$ cat src/rtl/tomasulo_pkg.sv
// Shared definitions for the out-of-order core's tag plumbing: the default tag
// width, the tag type, and the ring-pointer helper used by tag queues.
package tomasulo_pkg;

  localparam int unsigned TAG_WIDTH_DEF = 4;

  typedef logic [TAG_WIDTH_DEF-1:0] tag_t;

  // Advances a ring pointer by n slots, where n <= depth. The wrap is done by
  // subtraction, so depth does not need to be a power of two.
  function automatic int unsigned wrap_add(input int unsigned ptr,
                                           input int unsigned n,
                                           input int unsigned depth);
    int unsigned sum;
    sum = ptr + n;
    return (sum >= depth) ? (sum - depth) : sum;
  endfunction

endpackage

$ cat src/rtl/tag_queue_mp.sv
// In-order ring buffer of ROB/RS tags with up to PUSH_W pushes and POP_W pops
// per cycle, occupancy status, flush for mispredict recovery and a sticky misuse flag.
module tag_queue_mp
  import tomasulo_pkg::*;
#(
  parameter int unsigned DEPTH     = 6,
  parameter int unsigned TAG_WIDTH = TAG_WIDTH_DEF,
  parameter int unsigned PUSH_W    = 2,
  parameter int unsigned POP_W     = 2,
  localparam int unsigned PTR_W    = $clog2(DEPTH),
  localparam int unsigned CNT_W    = $clog2(DEPTH + 1),
  localparam int unsigned PCNT_W   = $clog2(PUSH_W + 1),
  localparam int unsigned QCNT_W   = $clog2(POP_W + 1)
) (
  input  logic                      clk,
  input  logic                      reset,
  input  logic                      flush,
  input  logic [PCNT_W-1:0]         push_cnt,
  input  logic [PUSH_W*TAG_WIDTH-1:0] push_tags,
  output logic                      push_accept,
  input  logic [QCNT_W-1:0]         pop_cnt,
  output logic [POP_W*TAG_WIDTH-1:0] front_tags,
  output logic [POP_W-1:0]          front_valid,
  output logic [CNT_W-1:0]          count,
  output logic [CNT_W-1:0]          free_cnt,
  output logic                      full,
  output logic                      empty,
  output logic                      err
);

  typedef logic [TAG_WIDTH-1:0] slot_t;

  slot_t            mem_q [DEPTH];
  logic [PTR_W-1:0] head_q, head_d;
  logic [PTR_W-1:0] tail_q, tail_d;
  logic [CNT_W-1:0] count_q, count_d;
  logic             err_q, err_d;

  int unsigned push_n, pop_n, cnt_n, push_eff, pop_eff;

  // Accept/pop arithmetic is done in 32 bits and truncated once at the end, so
  // no intermediate sum can overflow the narrow count or pointer widths.
  always_comb begin
    push_n   = 32'(push_cnt);
    pop_n    = 32'(pop_cnt);
    cnt_n    = 32'(count_q);

    push_accept = reset && !flush && (push_n <= PUSH_W) && (push_n <= DEPTH - cnt_n);
    push_eff    = push_accept ? push_n : 0;
    pop_eff     = (pop_n < cnt_n) ? pop_n : cnt_n;

    head_d  = head_q;
    tail_d  = tail_q;
    count_d = count_q;
    err_d   = err_q;

    if (flush) begin
      head_d  = '0;
      tail_d  = '0;
      count_d = '0;
    end else begin
      head_d  = PTR_W'(wrap_add(32'(head_q), pop_eff, DEPTH));
      tail_d  = PTR_W'(wrap_add(32'(tail_q), push_eff, DEPTH));
      count_d = CNT_W'(cnt_n + push_eff - pop_eff);
      if ((push_n != 0 && !push_accept) || (pop_n > cnt_n)) begin
        err_d = 1'b1;
      end
    end
  end

  // NOTE: sequential state uses non-blocking assignments only, so every flop
  // samples the pre-edge values computed by the comb block above.
  always_ff @(posedge clk or negedge reset) begin
    if (!reset) begin
      head_q  <= '0;
      tail_q  <= '0;
      count_q <= '0;
      err_q   <= 1'b0;
    end else begin
      head_q  <= head_d;
      tail_q  <= tail_d;
      count_q <= count_d;
      err_q   <= err_d;
    end
  end

  // NOTE: the storage array is cleared on reset here because front_tags must read
  // zero out of reset; a plain data RAM would normally be left unreset.
  always_ff @(posedge clk or negedge reset) begin
    if (!reset) begin
      for (int unsigned k = 0; k < DEPTH; k++) begin
        mem_q[k] <= '0;
      end
    end else if (push_accept) begin
      for (int unsigned k = 0; k < PUSH_W; k++) begin
        if (k < push_n) begin
          mem_q[PTR_W'(wrap_add(32'(tail_q), k, DEPTH))] <= push_tags[k*TAG_WIDTH +: TAG_WIDTH];
        end
      end
    end
  end

  // Front slots read registers only: a tag pushed this cycle is not visible until the next.
  always_comb begin
    front_tags  = '0;
    front_valid = '0;
    for (int unsigned i = 0; i < POP_W; i++) begin
      if (i < cnt_n) begin
        front_valid[i] = 1'b1;
        front_tags[i*TAG_WIDTH +: TAG_WIDTH] = mem_q[PTR_W'(wrap_add(32'(head_q), i, DEPTH))];
      end
    end
  end

  assign count    = count_q;
  assign free_cnt = CNT_W'(DEPTH) - count_q;
  assign full     = (count_q == CNT_W'(DEPTH));
  assign empty    = (count_q == '0);
  assign err      = err_q;

  a_count_bound : assert property (@(posedge clk) disable iff (!reset)
    count_q <= CNT_W'(DEPTH));
  a_full_empty  : assert property (@(posedge clk) disable iff (!reset)
    !(full && empty));
  a_tail_track  : assert property (@(posedge clk) disable iff (!reset)
    32'(tail_q) == wrap_add(32'(head_q), 32'(count_q), DEPTH));

endmodule
$ cat config.mk
export PLATFORM = sky130hd
export DESIGN_NAME = tag_queue_mp
export DESIGN_NICKNAME = d
export VERILOG_FILES = /design/src/rtl/tomasulo_pkg.sv /design/src/rtl/tag_queue_mp.sv
export SDC_FILE = /design/constraint.sdc
export NUM_CORES = 1
export LEC_CHECK = 0
export CORE_ASPECT_RATIO = 0.6
export CORE_UTILIZATION = 45
export DETAILED_ROUTE_END_ITERATION = 10
export PLACE_DENSITY_LB_ADDON = 0.12
export SLEW_MARGIN = 30
export SYNTH_ARGS = -nofsm -noshare
export SYNTH_HDL_FRONTEND = slang
export SYNTH_SLANG_ARGS = --single-unit
$ cat constraint.sdc
create_clock -name clk -period 4.1 [get_ports clk]
set_input_delay 0.82 -clock clk [delete_from_list [all_inputs] [get_ports clk]]
set_output_delay 0.82 -clock clk [all_outputs]
set_load 0.05 [all_outputs]
==> results of run 1 <==
[stage by stage]
step / power [mW] / hold WS [ns] / cells / utilization (%)
2_1_floorplan: 1.775 / 0.4618 / 304 / -
3_5_place_dp: 2.214 / 0.4682 / 415 / 53.84
4_1_cts: 2.540 / 0.4856 / 422 / 55.66
5_1_grt: 2.707 / 0.5135 / 422 / 55.66
6_report: 2.533 / 0.4833 / 422 / 55.66
3_3_place_gp: 2.197 / 0.4640 / 415 / 53.84
[area by class of cell]
| type | instances | area share, % |
|---|---|---|
| clock buffers | 6 | 2.406 |
| clock inverters | 1 | 0.8750 |
| inverters | 21 | 2.297 |
| multi-input cells | 235 | 55.41 |
| flip-flops and latches | 34 | 24.79 |
| well taps | 84 | 3.062 |
| repair buffers | 41 | 11.16 |
[layer usage]
layer | vias up | track usage (%) | part of all wire (%)
met5 | - | 0 | 0
li1 | 1196 | - | -
met3 | 8 | 3.673 | 6.4
met4 | 0 | 5.208 | 0.80
met1 | 1142 | 40.04 | 56
met2 | 72 | 31.21 | 37
[sequential cells by signal, indices dropped and copies added, names as in the netlist]
register / flops
mem_q: 24
err: 1
head_q: 3
tail_q: 3
count: 3
[power by group]
part           switching (mW)  leakage, nW  internal [mW]  total, mW
Combinational           0.958        0.887          0.657       1.61
Sequential              0.162        0.444          0.439      0.601
Clock                   0.123       0.0573          0.194      0.318
[critical path, delay by kind of cell (launching register included)]
family	cells	cell delay, ns
DFF	1	0.35
and+or+nand+nor	2	0.34
adders and majority gates	1	0.49
buffers and inverters	2	0.45
AOI/OAI and AO/OA	2	0.35
muxes	1	0.54
[cell usage after synthesis, types with 2 or more instances]
cell type  instances  share of area (%)
xor2_1             3               0.90
mux4_1             3                2.7
mux4_2             4                3.1
buf_2              5               0.86
nand2b_1           4               0.86
nand3_1            3               0.52
nor2b_1            7                1.5
a21o_1             3               0.77
nand2_1           21                2.7
mux2i_1           11                3.8
nor3b_2            2               0.86
nor3_1             4               0.69
nor3b_1            6                1.5
nor2_1            22                2.8
ha_1              22                9.5
o2bb2ai_1         24                7.2
clkbuf_1           3               0.39
xnor2_1            8                2.4
a22oi_1           24                6.2
o21ai_0           11                1.9
inv_1             19                2.4
a2bb2oi_1          2               0.60
mux2_2             2               0.77
buf_4              6                1.5
dfrtp_1           34                 29
nand3b_1           3               0.77
o21ai_2            6                1.8
or2_1              2               0.43
nand4b_1           2               0.60
a21oi_1           11                1.9
fa_1               3                2.1
and2_1             4               0.86
[cell families (layout without fill, tap and decap cells)]
family	after synthesis	in the layout	synth area share [%]
AO/OA/AOI/OAI	93	93	24.48
XOR/XNOR	11	11	3.308
adder cells (fa/ha/maj)	25	25	11.51
buffers and inverters	35	69	5.498
flip-flops	34	34	29.21
multiplexers	20	20	10.35
other	1	1	0.1287
AND/OR/NAND/NOR	85	85	15.51
[final timing paths]
check / end / cells after the start / from
setup / recovery: front_tags[4] / 8 / head_q[0]$_DFF_PN0_
hold / removal: err$_DFFE_PN0P_ / 1 / err$_DFFE_PN0P_
setup reg to reg: count[2]$_DFF_PN0_ / 16 / count[1]$_DFF_PN0_
hold reg to reg: err$_DFFE_PN0P_ / 1 / err$_DFFE_PN0P_
max in group asynchronous: tail_q[0]$_DFF_PN0_ / 2 / reset
min in group asynchronous: mem_q[10]$_DFFE_PN0N_ / 2 / reset
==> out/metrics.cfg, run 1 <==
[layout]
fin_area_mm2=0.003432
areaGrowthSynthToFinish_pct=17.83
drive_gt1_share_pct=13.02
diodes=0
layout_common_cells=dfrtp_1, clkdlybuf4s50_1, a22oi_1, o2bb2ai_1
final_common_cell=dfrtp_1
multiInputGateArea_mm2=0.001902
num-fill-cells=560
seq_area_um2=850.8
layout.nets=378

[global_routing]
grtUsageTotal_pct=24.04
first_global_vias=2259
overflow=0
grt_antenna_before_repair=0
grt_max_degree=35
grt_pass1_wl_um=12380

[timing]
fin_crit_ns=3.630
setup_ws_ns=0.4701
fin_tns_setup_ns=0
setup_viol=0
worst_slew_pin_slew_ns=0.6770
fmax_mhz=275.5
fin_skew_ns=0.008747
slew_headroom_pct=54.52
min_period_over_period_pct=88.53
final_hold_viol_count=0
slew_violations=0
rsz0062_at_grt=no

[critical_path]
crit_path_end_kind=output port
worstSetupStartpointType=flop
required_ns=3.28
cp_cell_sequence=clkinv_1, ha_1, nand4b_1, a31oi_4, mux4_2, nand2_1, o21ai_0, buf_4
cp_max_fo=7
slowest_stage=mux4_2
reg2reg_setup_slack_ns=0.86
crit_type=reg2out
arrival_ns=2.81
slowest_delay_ns=0.54

[logic_synthesis]
mappedNetlistArea_mm2=0.002913
ys_seq_area_share_pct=29.21
syn_avg_cell_area_um2=9.582
yosysWarnings=0
dominantRegCellSynth=dfrtp_1
syn-num-nets=344
synth_edf_count=0
synth_cell_types=52
postSynthCellCount=304
synth-async-reset-ratio_pct=100.0
ys_ff_latch=34

[drt]
drtIter0Drc=177
firstDrtPassIters=4
drc_errors=0
num_vias=2418
wl_per_cell_um=17.56
final_antenna_net_count=0
via_per_inst=5.730
wirelength_um=7412

[cts]
cts_htree_levels=2
cts_hold_buf=0
clock_path_buffers=2
cts_buffers=5
clk_latency_ns=0.29
root_buffer=clkbuf_8
post-cts-setup-buffer-count=0
clkSinkCount=34
cts_tree=done
ctsResizeCount=0
path_clk_slew_ns=0.07

[power_and_ir_drop]
p_leak_nw=1.388
ir_drop_mv=0.3622
power_density_mw_per_mm2=738.0

[placed_design]
place_ws_ns=0.3521
portBuffers=34
dp_hpwl_um=5670
place_area_mm2=0.003319
gp_congestion=0.8150

[floorplan]
num_io_pins=35
core_area_mm2=0.006166
start_util_pct=47.24
die_y_um=64.32
dieArea_mm2=0.006809
std_cell_rows=22
die_x_um=105.9

[status]
status=completed

[run]
cap_violations=0

[worst_hold_path]
hold_path_class=reg2reg

(Power assumes the default switching activity.)
==> inputs of run 2 (changes only) <==
--- a/config.mk
+++ b/config.mk
@@ -9,7 +9,6 @@
 export CORE_UTILIZATION = 45
 export DETAILED_ROUTE_END_ITERATION = 10
 export PLACE_DENSITY_LB_ADDON = 0.12
-export SLEW_MARGIN = 30
 export SYNTH_ARGS = -nofsm -noshare
 export SYNTH_HDL_FRONTEND = slang
 export SYNTH_SLANG_ARGS = --single-unit
==> results of run 2 <==
Final layout, timing and power as in run 1 (identical DEF).
